## src/rtl/clock_monitor.sv

```systemverilog
// clock_monitor
//   Measures the half-period of an asynchronous monitored clock in units of
//   the reference clock and reports whether it is stable.
//   Each edge of mon_clk is synchronized and then strobed. The time between
//   edges is counted. A four-state FSM (IDLE/ACQUIRE/LOCKED/LOST) declares
//   lock after LOCK_CYCLES consecutive in-tolerance half-periods. It declares
//   loss when no edge arrives within TIMEOUT reference cycles.
//
// Ports
//   clk_in       : reference clock; all logic runs on its rising edge
//   rst          : synchronous active-high reset
//   mon_clk      : monitored clock; may be asynchronous to clk_in
//   rise_pulse   : one-cycle strobe per synchronized rising edge of mon_clk
//   fall_pulse   : one-cycle strobe per synchronized falling edge of mon_clk
//   half_period  : last measured edge-to-edge interval, in clk_in cycles
//   period_valid : one-cycle strobe when half_period updates
//   locked       : FSM is in LOCKED
//   lost         : FSM is in LOST
//   err_count    : saturating count of out-of-tolerance measurements
module clock_monitor #(
  parameter int  CLK_IN      = 100,
  parameter int  CLK_OUT     = 10,
  parameter int  TOL         = 1,
  parameter int  LOCK_CYCLES = 4,
  parameter int  SYNC_STAGES = 2,
  localparam int HALF        = (CLK_IN / CLK_OUT) / 2,
  localparam int TIMEOUT     = 2 * HALF + TOL,
  localparam int W           = $clog2(TIMEOUT + 1)
) (
  input  logic         clk_in,
  input  logic         rst,
  input  logic         mon_clk,
  output logic         rise_pulse,
  output logic         fall_pulse,
  output logic [W-1:0] half_period,
  output logic         period_valid,
  output logic         locked,
  output logic         lost,
  output logic [7:0]   err_count
);

  localparam int              GW      = $clog2(LOCK_CYCLES + 1);
  localparam logic [W-1:0]    CNT_MAX = W'(TIMEOUT);
  localparam logic [W-1:0]    GOOD_LO = W'(HALF - TOL);
  localparam logic [W-1:0]    GOOD_HI = W'(HALF + TOL);
  localparam logic [GW-1:0]   LOCK_N  = GW'(LOCK_CYCLES);

  typedef enum logic [1:0] {
    ST_IDLE,
    ST_ACQUIRE,
    ST_LOCKED,
    ST_LOST
  } state_t;

  function automatic logic [W-1:0] sat_inc_cnt(input logic [W-1:0] v);
    return (v == CNT_MAX) ? v : v + W'(1);
  endfunction

  function automatic logic [7:0] sat_inc_err(input logic [7:0] v);
    return (v == 8'hFF) ? v : v + 8'd1;
  endfunction

  logic [SYNC_STAGES-1:0] sync;
  logic                   hist;
  logic [W-1:0]           cnt;
  logic [GW-1:0]          good_q, good_d;
  state_t                 state_q, state_d;

  logic edge_det;
  logic has_ref;
  logic meas;
  logic meas_good;
  logic timeout;

  assign edge_det  = sync[SYNC_STAGES-1] ^ hist;
  // A measurement needs a reference edge already taken in this acquisition.
  assign has_ref   = (state_q == ST_ACQUIRE) || (state_q == ST_LOCKED);
  assign meas      = edge_det && has_ref;
  assign meas_good = (cnt >= GOOD_LO) && (cnt <= GOOD_HI);
  // An edge arriving in the same cycle as the timeout wins.
  assign timeout   = (cnt == CNT_MAX) && !edge_det;

  assign locked = (state_q == ST_LOCKED);
  assign lost   = (state_q == ST_LOST);

  always_comb begin
    state_d = state_q;
    good_d  = good_q;
    case (state_q)
      ST_IDLE: begin
        if (edge_det) begin
          state_d = ST_ACQUIRE;
          good_d  = '0;
        end else if (timeout) begin
          state_d = ST_LOST;
        end
      end
      ST_ACQUIRE: begin
        if (meas) begin
          if (meas_good) begin
            good_d = good_q + GW'(1);
            if (good_q + GW'(1) == LOCK_N) state_d = ST_LOCKED;
          end else begin
            good_d = '0;
          end
        end else if (timeout) begin
          state_d = ST_LOST;
        end
      end
      ST_LOCKED: begin
        if (meas && !meas_good) begin
          state_d = ST_ACQUIRE;
          good_d  = '0;
        end else if (timeout) begin
          state_d = ST_LOST;
        end
      end
      ST_LOST: begin
        // The recovering edge only re-establishes the reference.
        if (edge_det) begin
          state_d = ST_ACQUIRE;
          good_d  = '0;
        end
      end
      default: state_d = ST_IDLE;
    endcase
  end

  always_ff @(posedge clk_in) begin
    if (rst) begin
      sync         <= '0;
      hist         <= 1'b0;
      cnt          <= '0;
      state_q      <= ST_IDLE;
      good_q       <= '0;
      rise_pulse   <= 1'b0;
      fall_pulse   <= 1'b0;
      period_valid <= 1'b0;
      half_period  <= '0;
      err_count    <= '0;
    end else begin
      // Stage: synchronizer chain and edge history
      sync <= {sync[SYNC_STAGES-2:0], mon_clk};
      hist <= sync[SYNC_STAGES-1];
      // Stage: interval counter, FSM and registered outputs
      cnt          <= edge_det ? W'(1) : sat_inc_cnt(cnt);
      state_q      <= state_d;
      good_q       <= good_d;
      rise_pulse   <= edge_det &&  sync[SYNC_STAGES-1];
      fall_pulse   <= edge_det && !sync[SYNC_STAGES-1];
      period_valid <= meas;
      if (meas) half_period <= cnt;
      if (meas && !meas_good) err_count <= sat_inc_err(err_count);
    end
  end

endmodule

```

## config.mk

```make
export PLATFORM = sky130hd
export DESIGN_NAME = clock_monitor
export DESIGN_NICKNAME = d
export VERILOG_FILES = /design/src/rtl/clock_monitor.sv
export SDC_FILE = /design/constraint.sdc
export NUM_CORES = 1
export LEC_CHECK = 0
export ABC_AREA = 1
export BUFFER_PORTS_ARGS = -buffer_cell sky130_fd_sc_hd__buf_4
export CORE_MARGIN = 2
export CORE_UTILIZATION = 31
export DETAILED_ROUTE_END_ITERATION = 10
export RECOVER_POWER = 25
export SLEW_MARGIN = 0
export SYNTH_ARGS = -nofsm -noshare
export SYNTH_HDL_FRONTEND = slang
export SYNTH_SLANG_ARGS = --single-unit
```

## constraint.sdc

```tcl
create_clock -name clk_in -period 1.8 [get_ports clk_in]
set_input_delay 0.09 -clock clk_in [delete_from_list [all_inputs] [get_ports clk_in]]
set_output_delay 0.09 -clock clk_in [all_outputs]
set_load 0.02 [all_outputs]
```

==> summary.txt <==
Placement
  • Routability cong.: 0.824
  • Placed Area: 1610 um^2
  • Post-DP HPWL: 2040 um
  • I/O Buffers: 19

Synth
  • Multiplexer area fraction after synthesis: 0%
  • Xor/xnor share of the synthesized area: 3.74%
  • Gate Count Post-Synth: 189
  • Top_reg_cell synth: dfxtp_1
  • Synth top area cells: dfxtp_1, nand2_1, ha_1
  • Top cell type by total area after synthesis: dfxtp_1
  • Ys Warns: 0
  • Syn Nets: 202
  • Yosys reg bits: 27
  • Main combinational cell family by area after synthesis: simple AND/OR/NAND/NOR gates
  • Register area share after synthesis: 38.5%
  • Post-Syn Area: 1410 um^2
  • Post-synth EDFFs: 0
  • Most common cell in the synthesized netlist: nand2_1
  • Post-synthesis compound-gate area fraction: 13.2%
  • Synth top cells by count: nand2_1, nor2_1, dfxtp_1, inv_1, a21oi_1
  • Async SR Flop Fraction: 0%
  • Yosys cell types: 27
  • Post-synth top area share: 38.5%
  • Synth Area in Simple Gates: 27.9%
  • Syn avg cell area: 7.43 um^2
  • Synth Area in Adders: 8.90%

Worst setup path
  • CP cell instances: inv_1, ha_1, nand2_4, inv_6, nand2_8, o21bai_4, o21ai_1, nor2_1
  • Slowest stage delay, CP: 0.39 ns
  • Crit-path leading delay family: flip-flops
  • CP Data Arrival Time: 1.78 ns
  • Critical-path top delay cell: dfxtp_1
  • Crit start category: flop
  • Critical Path Sink Type: flop
  • Crit path max fanout: 9
  • Worst path required time: 1.97 ns
  • Crit path buffers/inverters: 2
  • WS Path Type: reg2reg

Timing
  • Fin. max-slew vios: 0
  • Final setup viols: 0
  • Fin crit share: 89.1%
  • RSZ-0062 raised after global routing: no
  • Setup TNS: 0 ns
  • Max_slew headroom: 49.5%
  • Min Tclk post-route: 1.60 ns
  • Fmax: 624 MHz
  • Slew @ Worst Pin: 0.757 ns
  • Final count of hold timing violations: 0
  • Clk_skew: 0.00227 ns

Drt
  • Drt first pass iters: 4
  • Post-DR vias/cell: 4.59
  • Number of remaining DRC errors: 0
  • Drt initial violations: 32
  • Routed wire length: 2750 um
  • Number of antenna-violating nets in the routed design: 0
  • Wirelength per Cell: 10.5 um
  • Via count: 1208

Floorplan
  • Row count: 24
  • Initial core utilization: 32.3%
  • Core outline area: 4350 um^2
  • Die Ht: 71.3 um
  • # IOs: 20
  • Die W: 71.3 um
  • Die ar.: 5090 um^2

Power
  • Power Dens Cells: 687 nW/um^2
  • Leakage power: 0.732 nW
  • Part of the power in the clock network: 30.5%
  • Overall power: 1.12 mW
  • Internal power: 0.828 mW
  • Register share of total power: 56.8%
  • VDD IR-drop max: 397 uV
  • Sw Share: 26.1%
  • Part of the power in combinational logic: 12.7%
  • NetSw: 0.293 mW

Clock tree
  • Post-CTS Setup Inserts: 0
  • Root buffer cell: clkbuf_8
  • CTS tree: yes
  • Post-CTS Hold Buffers: 0
  • CTS resizes: 0
  • Clock Sinks: 27
  • H-tree Lvls: 1
  • TritonCTS Buffers: 3
  • CTS max path bufs: 2
  • Worst-path clk slew: 0.09 ns
  • Clk Latency, worst-skew pair: 0.27 ns

Cells and area
  • N_diodes: 0
  • Share of cells above drive strength 1: 13.7%
  • Final nets: 225
  • Final instance area: 1630 um^2
  • Layout area overhead: 16.1%
  • Fillers: 469

Worst hold path
  • Hold Crit Class: in2reg

Global routing
  • Vias in the first global route: 1025
  • Initial antenna violation count: 0
  • Grt ovf: 0
  • First-pass GRT wire length: 4660 um
  • Largest net degree at the start of global routing: 17
  • Gr usage total: 11.5%

Run
  • Max-Cap Viols: 0

Status
  • Outcome: finished clean
==> state kept, by name, indices dropped and copies added (netlist names) <==
register,cells
sync,2
half_period,4
fall_pulse,1
cnt,4
hist,1
good_q,3
err_count,8
rise_pulse,1
state_q,2
period_valid,1
==> worst paths after layout <==
path,cells after the start,slack (ns),start,to
max,8,0.20,state_q[1],err_count[1]
min,3,0.02,mon_clk,sync[0]
max reg2reg,8,0.20,state_q[1],err_count[1]
min reg2reg,2,0.41,sync[0],sync[1]
==> cell families after synthesis <==
logic type,count (synthesis)
simple gates,87
flops,27
xor+xnor,6
compound gates,31
buf+inv,28
fa+ha+maj,10
==> placed cells by master, fill, tap and decap left out, types with 2 or more instances in the layout <==
master	count
nand2_1	42
nor2_1	29
dfxtp_1	27
inv_1	22
a21oi_1	16
buf_4	13
ha_1	10
o21ai_0	8
clkbuf_1	8
nand3_1	6
xor2_1	3
inv_2	3
xnor2_1	3
o21ai_1	3
clkbuf_8	3
nand4_1	2
==> routing by layer <==
layer  routed length (um)  track usage [%]  vias up
li1                     -                -      643
met4                   29             5.03        0
met1                 1450             16.1      544
met5                    0                0        -
met3                  102             3.09        2
met2                 1160             16.6       19
==> power by group through the flow <==
stage	clock network, mW	registers [mW]	logic (mW)
finish	0.342	0.636	0.143
global route	0.384	0.640	0.163
CTS	0.365	0.636	0.148
detailed placement	0	0.650	0.147
global placement	0	0.650	0.146
floorplan	0	0.653	0.104
==> tightest hold or removal path, stage by stage <==
cell and delay, ns:
buf_4 0.08, inv_1 0.03, nor2_1 0.06
==> cell type report <==
class | instances | area, um^2 | share of cell area (%)
timing repair buffer | 20 | 124 | 7.59
sequential | 27 | 541 | 33.1
inverter | 26 | 103 | 6.29
clock buffer | 4 | 45.0 | 2.76
multi-input combinational | 134 | 754 | 46.2
tap | 52 | 65.1 | 3.99
==> through the flow <==
stage               util, %  worst slack, ns  hold slack, ns  std cells
global placement       37.0            0.235           0.299        259
finish                 37.5            0.197          0.0187        263
global route           37.5           0.0788          0.0245        263
floorplan                 -            0.295           0.197        189
CTS                    38.1            0.196          0.0136        263
detailed placement     37.0            0.226           0.306        259
Power figures use the tool's default switching activity.
